### config.mk
export PLATFORM = sky130hd
export DESIGN_NAME = bus_line_fill
export DESIGN_NICKNAME = d
export VERILOG_FILES = /design/src/rtl/bus_line_fill.sv
export SDC_FILE = /design/constraint.sdc
export NUM_CORES = 2
export LEC_CHECK = 0
export CORE_AREA = 4 4 479 481
export CTS_CLUSTER_DIAMETER = 200
export DETAILED_ROUTE_END_ITERATION = 12
export DIE_AREA = 0 0 483 485
export PLACE_DENSITY_LB_ADDON = 0.05
export SKIP_LAST_GASP = 1
export SYNTH_ARGS = -nofsm -noshare
export SYNTH_HDL_FRONTEND = slang
export SYNTH_SLANG_ARGS = --single-unit
### constraint.sdc
create_clock -name clk -period 97 [get_ports clk]
set_clock_uncertainty 0.05 [all_clocks]
set_input_delay 29.1 -clock clk [delete_from_list [all_inputs] [get_ports clk]]
set_output_delay 29.1 -clock clk [all_outputs]
set_load 0.02 [all_outputs]
### src/rtl/bus_line_fill.sv
// Instruction-cache line fill: assembles one LINE_W line from BEATS sequential memory beats.
// Define BUS_LINE_FILL_BUF_EN to add a last-line buffer that answers repeat requests without memory traffic.
module bus_line_fill #(
  parameter int unsigned LINE_W = 1024,
  parameter int unsigned BEAT_W = 64
) (
  input  logic              clk,
  input  logic              clr,
  input  logic              b_rd,
  input  logic [63:0]       b_addr,
  output logic [LINE_W-1:0] b_data,
  output logic              b_dv,
  output logic              m_rd,
  output logic [63:0]       m_addr,
  input  logic [BEAT_W-1:0] m_data,
  input  logic              m_ack
);

  localparam int unsigned BEATS    = LINE_W / BEAT_W;
  localparam int unsigned CNT_W    = $clog2(BEATS);
  localparam int unsigned OFS_W    = $clog2(BEAT_W / 8);
  localparam int unsigned LINE_LSB = CNT_W + OFS_W;
  localparam int unsigned TAG_W    = 64 - LINE_LSB;
  localparam logic [CNT_W-1:0] LAST_BEAT = CNT_W'(BEATS - 1);

  typedef enum logic [1:0] {IDLE, FETCH, DRAIN, DONE} state_t;

  state_t           state;
  state_t           next_state;
  logic [TAG_W-1:0] line;
  logic [CNT_W-1:0] beat;
  logic [TAG_W-1:0] req_line;
  logic             abort;
  logic             hit;
  logic             latch;
  logic             beat_wr;
  logic             m_rd_d;
  logic             b_dv_d;
  logic             unused_ofs;

  assign req_line   = b_addr[63:LINE_LSB];
  assign abort      = !b_rd || (req_line != line);
  assign m_addr     = {line, beat, OFS_W'(0)};
  assign unused_ofs = ^b_addr[LINE_LSB-1:0];

`ifdef BUS_LINE_FILL_BUF_EN
  logic             buf_valid;
  logic [TAG_W-1:0] buf_tag;

  assign hit = buf_valid && (buf_tag == req_line);

  // Valid drops as soon as a fetch starts overwriting b_data; re-armed when a line completes.
  always_ff @(posedge clk or posedge clr) begin
    if (clr) begin
      buf_valid <= 1'b0;
      buf_tag   <= '0;
    end else if (state == IDLE && next_state == FETCH) begin
      buf_valid <= 1'b0;
    end else if (state == DONE) begin
      buf_valid <= 1'b1;
      buf_tag   <= line;
    end
  end
`else
  assign hit = 1'b0;
`endif

  always_ff @(posedge clk or posedge clr) begin
    if (clr) begin
      state <= IDLE;
      m_rd  <= 1'b0;
      b_dv  <= 1'b0;
    end else begin
      state <= next_state;
      m_rd  <= m_rd_d;
      b_dv  <= b_dv_d;
    end
  end

  // Abort takes priority over completion so a stale line is never reported.
  always_comb begin
    next_state = state;
    case (state)
      IDLE: begin
        if (b_rd) next_state = hit ? DONE : FETCH;
      end
      FETCH: begin
        if (abort)                                next_state = m_ack ? IDLE : DRAIN;
        else if (m_ack && (beat == LAST_BEAT))    next_state = DONE;
      end
      DRAIN: begin
        if (m_ack) next_state = IDLE;
      end
      DONE:    next_state = IDLE;
      default: next_state = IDLE;
    endcase
  end

  always_comb begin
    latch   = 1'b0;
    beat_wr = 1'b0;
    m_rd_d  = (next_state == FETCH) || (next_state == DRAIN);
    b_dv_d  = (next_state == DONE);
    case (state)
      IDLE:    latch   = b_rd;
      FETCH:   beat_wr = m_ack;
      default: ;
    endcase
  end

  // Beat pointer only advances on a non-aborted ack, so DRAIN keeps the outstanding address.
  always_ff @(posedge clk or posedge clr) begin
    if (clr) begin
      line   <= '0;
      beat   <= '0;
      b_data <= '0;
    end else begin
      if (latch) begin
        line <= req_line;
        beat <= '0;
      end else if (beat_wr && !abort && (beat != LAST_BEAT)) begin
        beat <= beat + CNT_W'(1);
      end
      if (beat_wr) b_data[beat * BEAT_W +: BEAT_W] <= m_data;
    end
  end

endmodule
### Word-level counts from Yosys, hierarchy flattened

Cells that the tools add are included.
W data, S select, Z words.

* flip-flop bits (word level): 1089
* bits in latches: 0
* memory bits (writable): 0
* memory bits (read-only): 0
* input port bits: 132
* output and inout bits: 1090
* memories: 0

* add/sub/neg operators: 2
* $mul: 0
* divide/modulo/power cells: 0
* $lt $le $gt $ge: 0
* eq/ne operators: 9
* shift-type cells: 2
* multiplexer cells: 11
* bitwise gates (word level): 0
* reductions and logical operators: 9

Operators with widths (number)
* $bwmux W1024: 1
* $shift A64 B34 Y1024 const A: 1
* $shiftx A64 B34 Y1024: 1
* $ne A57 B57 Y1: 1
* $neg A10 Y34: 1
* $mux W2: 5
* $eq A2 B2 Y1 const B: 4
* $mux W4: 2
* $pmux W2 S4: 1
* $add A4 B1 Y4 const B: 1
* $eq A2 B1 Y1 const B: 2
* $eq A4 B4 Y1 const B: 1
* $ne A4 B4 Y1 const B: 1
* $logic_and A1 B1 Y1: 3
* $logic_not A1 Y1: 2
* $logic_not A2 Y1: 1
* $logic_or A1 B1 Y1: 2
* $mux W1: 2
* $reduce_bool A2 Y1: 1

### Depth between registers and ports, before layout

* depth in word-level cells: 7
* mapped depth: 12
* depth with buffers taken out: 8

### Worst setup path after synthesis

OpenSTA, ideal clock, no wires.

* path type: input-to-reg
* from: input port b_addr[10]
* to: register beat[3]
* setup time: 0.125 ns
* data arrival time: 30.583 ns
* path slack: 66.242 ns
* cell stages on the path: 6
* cell sequence: nor2b_1 -> a2111o_1 -> nor4b_2 -> nand4_1 -> nor3_1 -> mux2_2

* cells in the longest elaborated chain, start to end: 6

Ends and longest elaborated chain
* start, declared: line 10 `input logic [63:0] b_addr,`
* $ne A57 B57 Y1: line 42 `assign abort = !b_rd || (req_line != line);`
* $logic_or A1 B1 Y1: line 42
* $logic_not A1 Y1: line 121 `end else if (beat_wr && !abort && (beat != LAST_BEAT)) begin`
* $logic_and A1 B1 Y1 (2 in series): line 121
* $reduce_bool A2 Y1 (no line)
* end signal, assigned: line 122 `beat <= beat + CNT_W'(1);`
* end, declared: line 31 `logic [CNT_W-1:0] beat;`

Every way passes these cells.
A chain may end at the register's enable or synchronous reset.

### Worst setup path in the final report

* from: input port m_ack
* to: register b_data[900]

* cells in the longest elaborated chain, start to end: 1

Ends and longest elaborated chain
* start, declared: line 16 `input logic m_ack`
* $mux W1: line 104 `case (state)`
* end signal, assigned by index: line 124 `if (beat_wr) b_data[beat * BEAT_W +: BEAT_W] <= m_data;`
* end, declared: line 11 `output logic [LINE_W-1:0] b_data,`

Every way passes these cells.

==> impl_results.md <==
* Unrepaired setup endpoints after global routing: false
* Core region area at 0.2247 mm^2
* Wirelength, routed at 248300 um
* Endpoint class of the critical path: register
* Largest vdd supply drop at 0.01695 mV
* Yosys warning total at 0
* Antenna violations before repair at 38
* Ports at 1222
* Hold WC Path Type: register to register
* Slew at the pin closest to its max-slew limit at 1275 ps
* Startpoint of the worst-slack reg-to-reg timing path: beat[0]
* Number of rows created at floorplan at 174
* XOR/XNOR share of the synthesized area at 0.9694%
* Number of hold violations in the final report at 0
* Required time worst endpoint at 97570 ps
* Remaining Overflow, GRT at 0
* Count of nets after finishing at 5606
* Mapped Avg Cell Area at 9.704 um^2
* Sort of element at the start of the critical path: primary input
* Via density at 4.170
* Max-capacitance violation count at 0
* Power Density at 18.19 mW/mm^2
* Dominant register cell in the synthesized netlist: dfrtp_1
* Via count of the first global-routing pass at 36590
* Drt pass-1 iters at 5
* Post-route DRC violation count at 0
* Die Ht at 485 um
* Endpoint of the worst register-to-register path: b_data[140]
* Synth cell types at 53
* Post-CTS Hold Fix Bufs at 0
* Largest area contributor in the synthesized netlist: dfrtp_1
* Cells taking the most area after synthesis: dfrtp_1 (64%), nand2_1 (14%), o21ai_0 (9.8%)
* Pin count of the biggest net entering global routing at 140
* Port buffer count at 1211
* Cell at the root of the clock tree: clkbuf_16
* Worst setup path startpoint: m_ack
* Overall die area at 0.2343 mm^2
* Worst slew slack as a fraction of its limit at 14.76%
* Netlist area before placement at 0.04259 mm^2
* Clock transition time at the flip-flop clock pins of the worst setup and hold paths at 50 ps
* TritonCTS Sinks at 1089
* WL per Instance at 28.94 um
* Crit path capture: b_data[900]
* Reg2reg path depth at 10
* Critical path start-end classification: primary input to register
* Layout overhead on the synthesized area at 46.37%
* Worst slack at placement at 63910 ps
* Share of the clock period used by the worst path after layout at 33.22%
* Cells after synthesis at 4389
* Share of the synthesized area in compound gates (AO/OA/AOI/OAI) at 13.23%
* Combinational family with the most area after synthesis: simple AND/OR/NAND/NOR gates
* Starting utilization of the core area at 18.96%
* Cts repair resizes at 0
* # Post-CTS Setup Buffers at 0
* Upper clock frequency limit at 0.03103 GHz
* Share of layout cells above drive strength 1 at 7.495%
* Number of register bits inferred by synthesis at 1089
* Post-synthesis share of cell area spent on and, or, nand and nor gates at 16.25%
* TritonCTS clock tree: yes
* Synthesized-area fraction occupied by adder cells at 0.1175%
* Tot GR Track Use at 20.76%
* Global-route wire length before repair at 338200 um
* Clk_lat worst skew at 790 ps
* Maximum level of the CTS H-tree at 4
* Run status: completed
* Leak at 25.12 nW
* Shortest clock period the worst path allows after layout at 32220 ps
* Flop-to-flop setup slack at 92320 ps
* Die extent in x at 483 um
* Via count at 35780
* Final max-slew violation count at 0
* Count of flip-flops with a built-in enable after synthesis at 0
* Share of flip-flops with an asynchronous set or reset after synthesis at 100.0%
* Proportion of synthesized area in mux cells at 1.560%
* Number of failing setup endpoints in the final timing report at 0
* Post-route setup TNS at 0 ps
* Sequential element share of the synthesized area at 63.98%
* Final HPWL from detailed placement at 175200 um
* Proportion of netlist area held by the largest area contributor at 63.98%
* Initial DRC Count at 2186
* CTS buffer count at 144
* Antenna-violating nets left at 0
* # fillers at 23890
* Longest Clk Path Bufs at 3
* Largest fanout of any net on the critical path at 70
* GP Congestion at 0.7626
* Final setup margin at 64780 ps
* Arr. time, crit path at 32790 ps
==> synth_stat cells, types with 5 or more instances <==
cell / count
o21ai_1: 63
nor2b_1: 7
inv_1: 18
nand3_1: 116
o21ai_0: 830
clkbuf_1: 254
dfrtp_1: 1089
o41ai_1: 26
buf_4: 19
buf_2: 84
nand4_1: 12
nor2_1: 14
buf_1: 13
nor4_1: 5
xnor2_1: 41
mux2_2: 59
o31ai_1: 107
nand2b_1: 7
nand2_1: 1568
nor3_1: 7
==> flip-flops by register name (all words and copies together) (netlist names) <==
register	flops
b_data	1024
line	57
beat	4
state	2
b_dv	1
m_rd	1
==> metrics by stage <==
stage / std cells / power [mW] / util (%) / hold slack [ps] / cell area, um^2
5_1_grt: 8570 / 1.184 / 27.74 / 438.3 / 62320
3_3_place_gp: 8316 / 0.6187 / 25.71 / 408.7 / 57760
3_5_place_dp: 8316 / 0.6186 / 25.71 / 409.3 / 57760
4_1_cts: 8569 / 1.160 / 27.74 / 422.3 / 62310
6_report: 8580 / 1.134 / 27.75 / 416.8 / 62340
2_1_floorplan: 4391 / 0.5412 / - / 528.9 / 42600
==> kinds of logic (layout without fill, tap and decap cells) <==
family,after synthesis,in the layout
muxes,59,59
and+or+nand+nor,1756,1756
AOI/OAI and AO/OA,1044,1044
xor gates and xnor gates,45,45
adders and majority gates,4,4
other,1,14
DFF,1089,1089
buffers and inverters,391,1577
==> area by class of cell <==
type	count	area [um^2]	area share, %
Multi-Input combinational cell	2911	13940	22.36
Clock buffer	230	4343	6.966
Inverter	20	82.58	0.1325
Timing Repair Buffer	1304	12730	20.43
Antenna cell	11	27.53	0.04415
Clock inverter	23	216.5	0.3472
Tap cell	2992	3744	6.005
Sequential cell	1089	27250	43.72
==> per-layer routing <==
layer  GRT usage [%]  wire (um)  vias up  part of all wire, %
li1                -          -    16730                    -
met3           7.898      21620      223                  8.7
met5               0         95        -                0.038
met2           34.40     118000     1130                   48
met1           25.41     102900    17680                   41
met4           4.996       5706       18                  2.3
==> how the worst min path moves through the flow <==
stage                   to  cells past startpoint         from  slack (ps)
6_report       b_data[148]                      2  b_data[148]         420
5_1_grt        b_data[148]                      2  b_data[148]         440
4_1_cts        b_data[148]                      2  b_data[148]         420
3_5_place_dp   b_data[148]                      2  b_data[148]         410
3_3_place_gp   b_data[144]                      2  b_data[144]         410
2_1_floorplan  b_data[960]                      2  b_data[960]         530
==> cells in the final DEF (no fill, tap or decap), drive strengths merged, types with 2 or more instances in the layout <==
master,netlist,routed
nand3,116,116
dfrtp,1089,1089
a21o,2,2
buf,117,115
nor3b,3,3
o21ai,893,893
xor2,4,4
o22ai,3,3
o31ai,107,107
and3,2,2
or3,2,2
ha,4,4
inv,20,27
o41ai,26,26
diode,0,11
o221ai,2,2
clkdlybuf4s50,0,1189
clkinv,0,15
nor4,6,6
nor3,9,9
nor2b,7,7
xnor2,41,41
nor2,16,16
nand2,1569,1569
nand2b,8,8
clkbuf,254,230
conb,1,3
a21oi,4,4
nand4,12,12
mux2,59,59
==> power breakdown <==
part | switching [mW] | internal (mW)
Clock | 0.220 | 0.307
Combinational | 0.0788 | 0.0461
Sequential | 0.0112 | 0.471
Total | 0.310 | 0.823
==> worst max-delay path: stages <==
cell and delay, ps:
clkdlybuf4s50_1 520, and3b_1 470, nand2b_4 120, nor3_1 830, nand3_4 760, buf_4 610
nand2_1 160, o21ai_0 90
Power figures use the tool's default switching activity.
